<file path="src/rtl/sdio_dev_cmd.sv">
// SDIO device CMD line: receives 48-bit host commands, then sends a 48/136-bit response NCR cycles after resp_start.
// No backpressure: bits move one per sd_clk; device logic paces responses through resp_ready/resp_start.

module sdio_crc7 (
   input  logic       sd_clk,
   input  logic       rstn,
   input  logic       clr,
   input  logic       en,
   input  logic       din,
   output logic [6:0] crc
);
   always_ff @(posedge sd_clk or negedge rstn) begin
      if (!rstn)
         crc <= 7'd0;
      else if (clr)
         crc <= 7'd0;
      else if (en)
         crc <= {crc[5:0], 1'b0} ^ ({7{din ^ crc[6]}} & 7'h09);
   end
endmodule

module sdio_dev_cmd #(
   parameter int NCR = 2
) (
   input  logic         sd_clk,
   input  logic         rstn,
   input  logic         sd_rst,
   input  logic         cmd_i,
   output logic         cmd_o,
   output logic         cmd_oe,
   output logic         cmd_valid,
   output logic [5:0]   cmd_index,
   output logic [31:0]  cmd_arg,
   output logic         cmd_crc_err,
   output logic         cmd_end_err,
   output logic         cmd_trans_err,
   output logic         resp_ready,
   input  logic         resp_start,
   input  logic [1:0]   resp_type,
   input  logic [5:0]   resp_index,
   input  logic [119:0] resp_arg,
   output logic         resp_done,
   output logic         dev_busy,
   output logic [3:0]   dev_fsm
);
   typedef enum logic [3:0] {
      IDLE = 4'd0, RX_TRANS, RX_INDEX, RX_ARG, RX_CRC, RX_END, CMD_WAIT,
      TX_DLY, TX_START, TX_TRANS, TX_INDEX, TX_ARG, TX_CRC, TX_END
   } state_t;

   localparam logic [6:0] NCR_LAST = 7'(NCR - 1);

   state_t         state, state_d;
   logic [6:0]     cnt;
   logic [44:0]    rx_sh;
   logic [119:0]   tx_sh;
   logic [5:0]     tx_idx;
   logic           tx_r2;
   logic           crc_clr, crc_en, crc_din;
   logic [6:0]     crc;
   logic [6:0]     tx_arg_last;

   // One CRC engine serves both directions; receive and transmit never overlap.
   sdio_crc7 u_crc (
      .sd_clk (sd_clk),
      .rstn   (rstn),
      .clr    (crc_clr),
      .en     (crc_en),
      .din    (crc_din),
      .crc    (crc)
   );

   assign tx_arg_last = tx_r2 ? 7'd119 : 7'd31;
   assign resp_ready  = (state == CMD_WAIT);
   assign resp_done   = (state == TX_END);
   assign dev_busy    = (state != IDLE);
   assign dev_fsm     = state;

   always_comb begin
      state_d = state;
      cmd_o   = 1'b1;
      cmd_oe  = 1'b0;
      crc_clr = 1'b0;
      crc_en  = 1'b0;
      crc_din = 1'b0;
      case (state)
         IDLE: begin
            crc_clr = 1'b1;
            if (!cmd_i) state_d = RX_TRANS;
         end
         RX_TRANS: begin
            crc_en  = 1'b1;
            crc_din = cmd_i;
            state_d = cmd_i ? RX_INDEX : IDLE;
         end
         RX_INDEX: begin
            crc_en  = 1'b1;
            crc_din = cmd_i;
            if (cnt == 7'd5) state_d = RX_ARG;
         end
         RX_ARG: begin
            crc_en  = 1'b1;
            crc_din = cmd_i;
            if (cnt == 7'd31) state_d = RX_CRC;
         end
         RX_CRC:   if (cnt == 7'd6) state_d = RX_END;
         RX_END:   state_d = CMD_WAIT;
         CMD_WAIT: begin
            crc_clr = 1'b1;
            if (resp_start) state_d = (resp_type == 2'b00) ? IDLE : TX_DLY;
         end
         TX_DLY: begin
            crc_clr = 1'b1;
            if (cnt == NCR_LAST) state_d = TX_START;
         end
         TX_START: begin
            crc_clr = 1'b1;
            cmd_oe  = 1'b1;
            cmd_o   = 1'b0;
            state_d = TX_TRANS;
         end
         TX_TRANS: begin
            cmd_oe  = 1'b1;
            cmd_o   = 1'b0;
            crc_en  = !tx_r2;
            state_d = TX_INDEX;
         end
         TX_INDEX: begin
            cmd_oe  = 1'b1;
            cmd_o   = tx_idx[5];
            crc_en  = !tx_r2;
            crc_din = tx_idx[5];
            if (cnt == 7'd5) state_d = TX_ARG;
         end
         TX_ARG: begin
            cmd_oe  = 1'b1;
            cmd_o   = tx_sh[119];
            crc_en  = 1'b1;
            crc_din = tx_sh[119];
            if (cnt == tx_arg_last) state_d = TX_CRC;
         end
         TX_CRC: begin
            cmd_oe  = 1'b1;
            cmd_o   = crc[3'd6 - cnt[2:0]];
            if (cnt == 7'd6) state_d = TX_END;
         end
         TX_END: begin
            cmd_oe  = 1'b1;
            state_d = IDLE;
         end
         default: state_d = IDLE;
      endcase
      if (sd_rst) crc_clr = 1'b1;
   end

   always_ff @(posedge sd_clk or negedge rstn) begin
      if (!rstn) begin
         state         <= IDLE;
         cnt           <= 7'd0;
         rx_sh         <= '0;
         tx_sh         <= '0;
         tx_idx        <= 6'd0;
         tx_r2         <= 1'b0;
         cmd_index     <= 6'd0;
         cmd_arg       <= 32'd0;
         cmd_crc_err   <= 1'b0;
         cmd_end_err   <= 1'b0;
         cmd_valid     <= 1'b0;
         cmd_trans_err <= 1'b0;
      end else if (sd_rst) begin
         state         <= IDLE;
         cnt           <= 7'd0;
         rx_sh         <= '0;
         tx_sh         <= '0;
         tx_idx        <= 6'd0;
         tx_r2         <= 1'b0;
         cmd_index     <= 6'd0;
         cmd_arg       <= 32'd0;
         cmd_crc_err   <= 1'b0;
         cmd_end_err   <= 1'b0;
         cmd_valid     <= 1'b0;
         cmd_trans_err <= 1'b0;
      end else begin
         state         <= state_d;
         cnt           <= (state_d != state) ? 7'd0 : cnt + 7'd1;
         cmd_valid     <= (state == RX_END);
         cmd_trans_err <= (state == RX_TRANS) && !cmd_i;
         if (state == RX_INDEX || state == RX_ARG || state == RX_CRC)
            rx_sh <= {rx_sh[43:0], cmd_i};
         if (state == RX_END) begin
            cmd_index   <= rx_sh[44:39];
            cmd_arg     <= rx_sh[38:7];
            cmd_crc_err <= (rx_sh[6:0] != crc);
            cmd_end_err <= !cmd_i;
         end
         // R2 always carries index 111111 and the full 120-bit payload.
         if (state == CMD_WAIT && resp_start && resp_type != 2'b00) begin
            tx_r2  <= (resp_type == 2'b01);
            tx_idx <= (resp_type == 2'b01) ? 6'h3F : resp_index;
            tx_sh  <= (resp_type == 2'b01) ? resp_arg : {resp_arg[31:0], 88'd0};
         end
         if (state == TX_INDEX) tx_idx <= {tx_idx[4:0], 1'b0};
         if (state == TX_ARG)   tx_sh  <= {tx_sh[118:0], 1'b0};
      end
   end
endmodule

</file>
<file path="config.mk">
export PLATFORM = sky130hd
export DESIGN_NAME = sdio_dev_cmd
export DESIGN_NICKNAME = d
export VERILOG_FILES = /design/src/rtl/sdio_dev_cmd.sv
export SDC_FILE = /design/constraint.sdc
export NUM_CORES = 1
export LEC_CHECK = 0
export ABC_AREA = 0
export CORE_MARGIN = 2
export CORE_UTILIZATION = 55
export CTS_CLUSTER_DIAMETER = 80
export DETAILED_ROUTE_END_ITERATION = 8
export PLACE_DENSITY = 0.8
export SYNTH_ARGS = -nofsm -noshare
export SYNTH_HDL_FRONTEND = slang
export SYNTH_SLANG_ARGS = --single-unit
</file>
<file path="constraint.sdc">
create_clock -name sd_clk -period 5.31 [get_ports sd_clk]
set_input_delay 1.062 -clock sd_clk [delete_from_list [all_inputs] [get_ports sd_clk]]
set_output_delay 1.062 -clock sd_clk [all_outputs]
set_load 0.02 [all_outputs]
</file>
==> flow_metrics.env <==
export IMPL_outcome="completed"
export IMPL_cp_slowest_cell="mux4_2"
export IMPL_drive_above_1_share=0.0932
export IMPL_antenna_found_initial=0
export IMPL_post_route_min_period_ps=4370
export IMPL_crit_chain="ha_1 > xor2_1 > mux4_2 > or3_1 > a31o_1 > clkdlybuf4s50_1"
export IMPL_grt_max_degree=165
export IMPL_r2r_slack_ps=2110
export IMPL_hold_class="reg2reg"
export IMPL_core_um2=24100
export IMPL_powerDensity_nw_per_um2=241
export IMPL_die_h_um=160
export IMPL_crit_type="reg2out"
export IMPL_overflow=0
export IMPL_clk_path_buf_depth=3
export IMPL_worst_ir_drop_vdd_mv=0.185
export IMPL_synth_async_reset_ratio=1.00
export IMPL_rows=57
export IMPL_cts_buffers_inserted=25
export IMPL_numPortBuffers=183
export IMPL_grt_pass1_wl_mm=58.9
export IMPL_initialDrtViolationCount=1126
export IMPL_cts_setup_buffers=0
export IMPL_start_util=0.556
export IMPL_drv_cap=0
export IMPL_nets=1709
export IMPL_fin_crit_sh=0.823
export IMPL_area_delta_synth_final_pct=18.8
export IMPL_cpPeakStageDelay_ps=560
export IMPL_cts_hold_repair_buffers=0
export IMPL_detail_route_antenna_nets=0
export IMPL_grt_total_usage=0.272
export IMPL_ctsResizeCount=0
export IMPL_crit_buf_inv=1
export IMPL_synth_flop_cell="dfrtp_1"
export IMPL_critPathLaunchType="register"
export IMPL_slew_violations=0
export IMPL_wl_per_cell_um=18.6
export IMPL_synth_edf_count=0
export IMPL_tns_ps=0
export IMPL_syn_cell_area_um2=13400
export IMPL_p_leak_nw=6.28
export IMPL_ys_seq_area_frac=0.433
export IMPL_synth_seq_cells=232
export IMPL_fin_skew_ps=13.9
export IMPL_fin_area_um2=15900
export IMPL_fillers=2033
export IMPL_final_common_cell="dfrtp_1"
export IMPL_cts_clk_slew_worst_paths_ps=60
export IMPL_place_ws_ps=1510
export IMPL_grt_pass1_vias=11500
export IMPL_syn_area_per_cell_um2=8.92
export IMPL_drc_errors=0
export IMPL_max_clock_freq_mhz=229
export IMPL_yosysTopAreaCell="dfrtp_1"
export IMPL_fin_util=0.661
export IMPL_design_die_area_um2=25600
export IMPL_dr_pass1_iters=8
export IMPL_vias=11800
export IMPL_avgViaCountPerCell=6.18
export IMPL_cts_sinks=232
export IMPL_tightest_slew_ps=1030
export IMPL_yosysWarnings=0
export IMPL_wl_mm=35.5
export IMPL_worstPathMaxFanout=9
export IMPL_grt_setup_unrepaired="false"
export IMPL_gp_congestion=0.810
export IMPL_cts_tree="done"
export IMPL_post_dp_hpwl_mm=20.7
export IMPL_postLayoutSetupSlackWorst_ps=939
export IMPL_cp_top_family="multiplexers"
export IMPL_setup_violations_final=0
export IMPL_synth_fp_nets=1639
export IMPL_layout_common_cells="dfrtp_1 (232), clkdlybuf4s50_1 (178), a21oi_1 (173)"
export IMPL_yosysUniqueCellTypes=60
export IMPL_cp_data_required_time_ps=4250
export IMPL_place_area_um2=15200
export IMPL_htreeDepth=1
export IMPL_synth_top_area_share=0.433
export IMPL_arrival_ps=3310
export IMPL_clock_latency_ps=530
export IMPL_num_io_pins=184
export IMPL_relSlewSlack=0.314
export IMPL_netlist_top_cells_area="dfrtp_1 (43%), a21oi_1 (6.5%), a211oi_1 (5.0%), a21o_1 (5.0%), nand2b_1 (4.2%)"
export IMPL_clockRootBuffer="clkbuf_16"
export IMPL_fp_dieW_um=160
export IMPL_synthCells=1503
export IMPL_hold_violations=0
export IMPL_critPathCaptureType="output port"
-- worst paths after layout --
path | cells past startpoint | to | from
worst max-delay path | 6 | cmd_o | cnt[0]$_DFF_PN0_
worst min-delay path | 2 | tx_sh[89]$_DFFE_PN0P_ | tx_sh[88]$_DFFE_PN0P_
worst max register to register | 5 | tx_idx[1]$_DFFE_PN0P_ | dev_fsm[2]$_DFF_PN0_
worst min register to register | 2 | tx_sh[89]$_DFFE_PN0P_ | tx_sh[88]$_DFFE_PN0P_
max in group asynchronous | 2 | rx_sh[25]$_DFFE_PN0P_ | rstn
min in group asynchronous | 1 | tx_sh[101]$_DFFE_PN0P_ | rstn
-- synthesized netlist by cell type (4+ instances only) --
master	n
xnor2_1	7
a22o_1	7
buf_2	50
inv_1	6
buf_1	10
dfrtp_1	232
nor2b_1	46
a211oi_1	89
nand4b_1	33
o211ai_1	4
o221ai_1	5
nor3_1	6
clkbuf_1	96
nand3_1	10
o21ai_0	7
or2_2	32
nor2_1	130
nand2b_1	91
xor2_1	9
nor4_1	7
a21oi_1	173
mux2_2	45
nand4_1	89
a21o_1	89
nand2_1	122
o41ai_1	32
nor3b_1	32
-- cell type report --
cell class,instances,area [µm²],area share
Multi-Input combinational cell,1105,6930,0.435
Sequential cell,232,5810,0.364
Timing Repair Buffer,202,1990,0.125
Clock buffer,36,717,0.0450
Tap cell,324,405,0.0254
Clock inverter,6,58.8,0.00369
Inverter,7,26.3,0.00165
Antenna cell,1,2.50,0.000157
-- stage by stage --
stage / total power, mW / instances / hold WS, ps
2_1_floorplan: 2.00 / 1503 / 452
3_3_place_gp: 2.18 / 1870 / 469
3_5_place_dp: 2.18 / 1870 / 476
4_1_cts: 3.87 / 1912 / 492
5_1_grt: 3.96 / 1912 / 512
6_report: 3.84 / 1913 / 494
-- cell families after synthesis --
kind of cell | Yosys count | share of synthesized area
AND/OR/NAND/NOR | 615 | 0.251
AO/OA/AOI/OAI | 423 | 0.209
flip-flops | 232 | 0.433
buffers and inverters | 166 | 0.0525
multiplexers | 48 | 0.0410
XOR/XNOR | 16 | 0.0105
adder cells (fa/ha/maj) | 3 | 0.00280
-- worst min-delay path, stage by stage (launching register included) --
cell and delay [ps]:
dfrtp_1 360, nand2_1 50, o41ai_1 50
-- where the power goes --
part           total [mW]  internal [mW]  switching [mW]
combinational       0.364          0.161           0.203
clock                1.69          0.979           0.708
sequential           1.79           1.78          0.0146
-- flip-flops by register name (all words and copies together) (netlist names) --
name	count
tx_sh	120
rx_sh	45
cmd_arg	32
cnt	7
u_crc.crc	7
cmd_index	6
tx_idx	6
dev_fsm	4
cmd_crc_err	1
cmd_end_err	1
cmd_trans_err	1
cmd_valid	1
tx_r2	1
-- per-layer routing --
metal	GRT usage	part of all wire	vias to the layer above
met5	0	0	-
met4	0.0745	0.027	0
met3	0.0514	0.070	73
met2	0.418	0.46	394
met1	0.397	0.44	5818
li1	-	-	5535
No activity file was read; power rests on OpenSTA's default activity.
